[src/rtl/pipe_sequencer_if.sv]
// rtl/pipe_sequencer_if.sv - control/status bundle between pipe_sequencer and its pipeline controller
interface pipe_sequencer_if #(
    parameter int CNT_W = 32
);
    logic             start;
    logic             halt_req;
    logic             mem_busy;
    logic [3:0]       pipe_state;
    logic             running;
    logic             halted;
    logic [CNT_W-1:0] cycle_count;
    logic [CNT_W-1:0] stall_count;
    logic             timeout_err;

    modport master (
        output start, halt_req, mem_busy,
        input  pipe_state, running, halted, cycle_count, stall_count, timeout_err
    );

    modport slave (
        input  start, halt_req, mem_busy,
        output pipe_state, running, halted, cycle_count, stall_count, timeout_err
    );
endinterface

[src/rtl/pipe_sequencer.sv]
// rtl/pipe_sequencer.sv - per-stage enable sequencer: fill, run, mem-wait freeze, halt drain
// Optional memory-wait timeout built when PIPE_SEQ_TIMEOUT_EN is defined.
module pipe_sequencer #(
    parameter int CNT_W    = 32,
    parameter int MAX_WAIT = 255,
    parameter int WAIT_W   = 8
) (
    input  logic            CLK,
    input  logic            RST,
    pipe_sequencer_if.slave bus
);
    typedef enum logic [2:0] {
        S_IDLE,
        S_FILL,
        S_RUN,
        S_DRAIN,
        S_HALTED
    } state_t;

    state_t           state_q, state_d;
    logic [3:0]       v_q, v_d;
    logic             pend_q, pend_d;
    logic             frozen;
    logic             running_w;
    logic [CNT_W-1:0] cyc_q, stall_q;

    assign frozen    = bus.mem_busy && (v_q != 4'b0000);
    assign running_w = (state_q == S_FILL) || (state_q == S_RUN) || (state_q == S_DRAIN);

`ifdef PIPE_SEQ_TIMEOUT_EN
    logic [WAIT_W-1:0] wait_q, wait_d;
    logic              timeout_q, timeout_d;
`endif

    always_comb begin
        state_d = state_q;
        v_d     = v_q;
        pend_d  = pend_q;
        if (frozen) begin
            // a halt seen during a freeze is remembered until the stages move again
            if ((state_q == S_FILL || state_q == S_RUN) && bus.halt_req) begin
                pend_d = 1'b1;
            end
        end else begin
            case (state_q)
                S_IDLE, S_HALTED: begin
                    if (bus.start) begin
                        v_d     = 4'b0001;
                        state_d = S_FILL;
                        pend_d  = 1'b0;
                    end
                end
                S_FILL, S_RUN: begin
                    if (bus.halt_req || pend_q) begin
                        v_d     = {v_q[2:0], 1'b0};
                        state_d = S_DRAIN;
                        pend_d  = 1'b0;
                    end else if (state_q == S_FILL) begin
                        v_d = {v_q[2:0], 1'b1};
                        if ({v_q[2:0], 1'b1} == 4'b1111) begin
                            state_d = S_RUN;
                        end
                    end
                end
                S_DRAIN: begin
                    v_d = {v_q[2:0], 1'b0};
                    if (v_q[2:0] == 3'b000) begin
                        state_d = S_HALTED;
                    end
                end
                default: begin
                    state_d = S_IDLE;
                    v_d     = 4'b0000;
                    pend_d  = 1'b0;
                end
            endcase
        end
`ifdef PIPE_SEQ_TIMEOUT_EN
        timeout_d = timeout_q;
        wait_d    = frozen ? wait_q + 1'b1 : '0;
        // the wait about to reach MAX_WAIT abandons the program and parks in HALTED
        if (frozen && (wait_q == WAIT_W'(MAX_WAIT - 1))) begin
            timeout_d = 1'b1;
            v_d       = 4'b0000;
            state_d   = S_HALTED;
            pend_d    = 1'b0;
            wait_d    = '0;
        end
`endif
    end

    always_ff @(posedge CLK) begin
        if (RST) begin
            state_q <= S_IDLE;
            v_q     <= 4'b0000;
            pend_q  <= 1'b0;
            cyc_q   <= '0;
            stall_q <= '0;
        end else begin
            state_q <= state_d;
            v_q     <= v_d;
            pend_q  <= pend_d;
            if (running_w && (cyc_q != {CNT_W{1'b1}})) begin
                cyc_q <= cyc_q + 1'b1;
            end
            if (frozen && (stall_q != {CNT_W{1'b1}})) begin
                stall_q <= stall_q + 1'b1;
            end
        end
    end

`ifdef PIPE_SEQ_TIMEOUT_EN
    always_ff @(posedge CLK) begin
        if (RST) begin
            wait_q    <= '0;
            timeout_q <= 1'b0;
        end else begin
            wait_q    <= wait_d;
            timeout_q <= timeout_d;
        end
    end
    assign bus.timeout_err = timeout_q;
`else
    assign bus.timeout_err = 1'b0;
`endif

    assign bus.pipe_state  = frozen ? 4'b0000 : v_q;
    assign bus.running     = running_w;
    assign bus.halted      = (state_q == S_HALTED);
    assign bus.cycle_count = cyc_q;
    assign bus.stall_count = stall_q;
endmodule

[src/flat_wrapper.sv]
// flat-port wrapper written by rule: the top's interface ports become plain ports
module pipe_sequencer_flat 
#(
    parameter int CNT_W    = 32,
    parameter int MAX_WAIT = 255,
    parameter int WAIT_W   = 8
)
  (CLK, RST, bus_start, bus_halt_req, bus_mem_busy, bus_pipe_state, bus_running, bus_halted, bus_cycle_count, bus_stall_count, bus_timeout_err);
  pipe_sequencer_if #(.CNT_W(CNT_W)) bus_i ();
  input  logic CLK;
  input  logic RST;
  input wire logic [$bits(bus_i.start)-1:0] bus_start;
  input wire logic [$bits(bus_i.halt_req)-1:0] bus_halt_req;
  input wire logic [$bits(bus_i.mem_busy)-1:0] bus_mem_busy;
  output wire logic [$bits(bus_i.pipe_state)-1:0] bus_pipe_state;
  output wire logic [$bits(bus_i.running)-1:0] bus_running;
  output wire logic [$bits(bus_i.halted)-1:0] bus_halted;
  output wire logic [$bits(bus_i.cycle_count)-1:0] bus_cycle_count;
  output wire logic [$bits(bus_i.stall_count)-1:0] bus_stall_count;
  output wire logic [$bits(bus_i.timeout_err)-1:0] bus_timeout_err;
  assign bus_i.start = bus_start;
  assign bus_i.halt_req = bus_halt_req;
  assign bus_i.mem_busy = bus_mem_busy;
  assign bus_pipe_state = bus_i.pipe_state;
  assign bus_running = bus_i.running;
  assign bus_halted = bus_i.halted;
  assign bus_cycle_count = bus_i.cycle_count;
  assign bus_stall_count = bus_i.stall_count;
  assign bus_timeout_err = bus_i.timeout_err;
  pipe_sequencer #(.CNT_W(CNT_W), .MAX_WAIT(MAX_WAIT), .WAIT_W(WAIT_W)) u_core (.CLK(CLK), .RST(RST), .bus(bus_i));
endmodule
[config.mk]
export PLATFORM = sky130hd
export DESIGN_NAME = pipe_sequencer_flat
export DESIGN_NICKNAME = d
export VERILOG_FILES = /design/src/rtl/pipe_sequencer_if.sv /design/src/rtl/pipe_sequencer.sv /design/src/flat_wrapper.sv
export SDC_FILE = /design/constraint.sdc
export NUM_CORES = 1
export LEC_CHECK = 0
export CAP_MARGIN = 30
export CORE_MARGIN = 4
export CORE_UTILIZATION = 52
export CTS_CLUSTER_SIZE = 14
export DETAILED_ROUTE_END_ITERATION = 7
export GPL_ROUTABILITY_DRIVEN = 0
export PLACE_DENSITY = 0.79
export REMOVE_ABC_BUFFERS = 1
export SLEW_MARGIN = 20
export SYNTH_ARGS = -nofsm -noshare
export SYNTH_HDL_FRONTEND = slang
export SYNTH_SLANG_ARGS = --single-unit
[constraint.sdc]
create_clock -name CLK -period 3.3 [get_ports CLK]
set_clock_uncertainty 0.15 [all_clocks]
set_input_delay 0.99 -clock CLK [delete_from_list [all_inputs] [get_ports CLK]]
set_output_delay 0.99 -clock CLK [all_outputs]
set_load 0.01 [all_outputs]
==> impl_metrics.tcl <==
set metrics [dict create \
    synthTopCellsByArea "dfxtp_1, a21oi_1, nand3_1" \
    hold_depth 2 \
    numClockSinks 72 \
    p_clk_frac 0.326 \
    synth_cells 479 \
    final_cells 654 \
    fin_util 0.682 \
    multiInputGateArea_mm2 0.00233 \
    io_pins 76 \
    crit_path_start "u_core.state_q[0]$_SDFFE_PP0P_" \
    dp.cells 638 \
    antenna_cells 0 \
    synth_cell_types 58 \
    yosys_warnings 0 \
    cts_tree "built" \
    drt_iter0_markers 198 \
    grt.overflow.total 0 \
    switching_share 0.312 \
    end_kind "primary output" \
    timing.rr.start "u_core.bus.cycle_count[0]$_SDFFE_PP0P_" \
    fill_cells 633 \
    cts_max_level 3 \
    syn2layout_area_growth_pct 27.0 \
    fmax_ghz 0.326 \
    leakagePower_nw 1.56 \
    antenna_left 0 \
    cp_data_arrival_time_ns 1.93 \
    clk_path_buf_depth 2 \
    slowest_delay_ns 0.51 \
    hp-class "register to register" \
    dp_hpwl_um 7280 \
    finalPower_w 0.00220 \
    cp-start-kind "register" \
    worstPathMaxFanout 12 \
    wl_um 10400 \
    rsz0062_at_grt "false" \
    crit_slowest_cell "clkdlybuf4s50_1" \
    syn_area_mm2 0.00391 \
    drc 0 \
    crit_type "register to primary output" \
    ys_seq_elements 72 \
    num_rows 31 \
    synth_top_cell_area_share 0.368 \
    clock_latency_ns 0.35 \
    vias 3986 \
    ir_worst_vdd_uv 289 \
    finalHoldViolCount 0 \
    cts_buffers 9 \
    initial_utilization 0.537 \
    grt_use_total 0.240 \
    hold_start "u_core.bus.stall_count[20]$_SDFFE_PP0P_" \
    dieArea_mm2 0.00898 \
    slew_headroom 0.478 \
    ff_latch_area_mm2 0.00144 \
    grt_pass1_wl_um 17400 \
    status "finished clean" \
    nets 557 \
    path_cells "o21bai_1 > clkinv_1 > clkdlybuf4s50_1" \
    vias_per_cell 6.09 \
    ys_top_cells_by_count "dfxtp_1, nor2_1, a21oi_1, nand3_1, nand2_1" \
    yosysMostFrequentCell "dfxtp_1" \
    avgSynthCellArea_um2 8.17 \
    r2r.worst_path.cells 6 \
    die_y_um 94.7 \
    p_switching_w 0.000687 \
    p_int_w 0.00151 \
    powerDensity_mw_per_mm2 443 \
    core_area_mm2 0.00729 \
    die_w_um 94.7 \
    r2r_end "u_core.bus.cycle_count[18]$_SDFFE_PP0P_" \
    setup_tns_ns 0 \
    synth_edf_count 0 \
    min_to "u_core.bus.stall_count[20]$_SDFFE_PP0P_" \
    async_flop_share 0 \
    pwr-share-seq 0.448 \
    drv_cap 0 \
    port_buffers 74 \
    cts_root_buf "clkbuf_8" \
    maxSlewViolCount 0 \
    fin_crit_sh 0.929 \
    first_global_vias 3703 \
    grt_max_degree 42 \
    r2r_setup_slack_ns 0.63 \
    drtPass1Iterations 4 \
    synth_top_area_cell "dfxtp_1" \
    finalSetupViolCount 0 \
    worst_slack_ns 0.234 \
    dpl_worst_slack_ns -0.0112 \
    tightest_slew_ns 0.778 \
    routedWlPerCell_um 15.9 \
    worstPathRequired_ns 2.16 \
    cts_hold_buf 0 \
    drive_gt1_frac 0.0955 \
    synth_seq_area_share 0.368 \
    combPwrFrac 0.225 \
    final.min_clock_period_ns 3.07 \
    antenna_found_initial 0 \
    clk_pin_slew_ns 0.08 \
    ys.flop_type "dfxtp_1" \
]
[layer usage]
layer  share of wire  global-route usage
met1            0.45               0.314
met2            0.48               0.395
met3           0.053              0.0446
met4           0.013              0.0865
met5               0                   0
[placed cells by master (no fill, tap or decap), drive strengths merged, types with 2 or more instances in the layout]
cell type and count:
o211ai 2, clkdlybuf4s50 70, nand2 27, buf 12
o31ai 20, and3 7, and2 5, mux2i 2
clkbuf 13, o211a 3, o21a 4, a211oi 4
o21ai 14, nor4 16, a2111oi 3, a31o 2
or4 22, o311ai 2, ha 2, inv 10
o311a 2, nor2b 16, o31a 3, or2 4
o41ai 2, nand4 21, clkinv 4, nor3 12
dlygate4sd2 2, nand3b 2, nor2 42, a21oi 39
or3 15, mux2 13, nand3 37, and4 3
dfxtp 72, xnor2 11, nand2b 2
[state kept, by name (all words and copies together) (netlist names)]
signal / cells
u_core.v_q: 4
u_core.bus.stall_count: 32
u_core.pend_q: 1
u_core.bus.cycle_count: 32
u_core.state_q: 3
[worst max-delay path by stage]
stage	end	slack, ns	cells past startpoint
after floorplan	u_core.state_q[0]$_SDFFE_PP0P_	-1.08	4
after global placement	bus_pipe_state[3]	0.04	3
after detailed placement	bus_pipe_state[1]	-0.01	3
after CTS	bus_pipe_state[2]	0.002	3
after global routing	bus_running	0.13	3
final	bus_running	0.23	3
[power by group through the flow]
stage                     clock network, W  logic, W  registers, W
after floorplan                          0  0.000297      0.000993
after global placement                   0  0.000484       0.00100
after detailed placement                 0  0.000495       0.00100
after CTS                         0.000729  0.000493      0.000985
after global routing              0.000764  0.000545       0.00100
final                             0.000718  0.000496      0.000987
[cells by family after synthesis]
logic type | synth area share
flip-flops | 0.368
AO/OA/AOI/OAI | 0.185
buffers and inverters | 0.0381
adder cells (fa/ha/maj) | 0.00639
AND/OR/NAND/NOR | 0.334
multiplexers | 0.0425
XOR/XNOR | 0.0246
other | 0.000958
[what timing repair did]
| action | in CTS | in global routing |
|---|---|---|
| setup endpoints to repair | 2 | 2 |
| pin swaps | 0 | 0 |
| gates resized for setup | 2 | 1 |
| buffers inserted | 0 | 0 |
[critical path, delay by kind of cell, from the launching register on]
family / cells / cell delay [ns]
DFF: 1 / 0.43
buffers and inverters: 2 / 0.67
AOI/OAI and AO/OA: 1 / 0.47
[layout make-up]
cell class | count | share of cell area
clock inverters | 3 | 0.00806
inverters | 12 | 0.00906
repair buffers | 85 | 0.167
well taps | 99 | 0.0249
flip-flops and latches | 72 | 0.290
clock buffers | 13 | 0.0320
multi-input cells | 370 | 0.469
[per-stage QoR]
stage | hold slack (ns) | cell area, um2
floorplan | 0.311 | 3810
global placement | 0.330 | 4770
detailed placement | 0.345 | 4770
CTS | 0.355 | 4970
global route | 0.377 | 4970
finish | 0.349 | 4970
(Power assumes the default switching activity.)
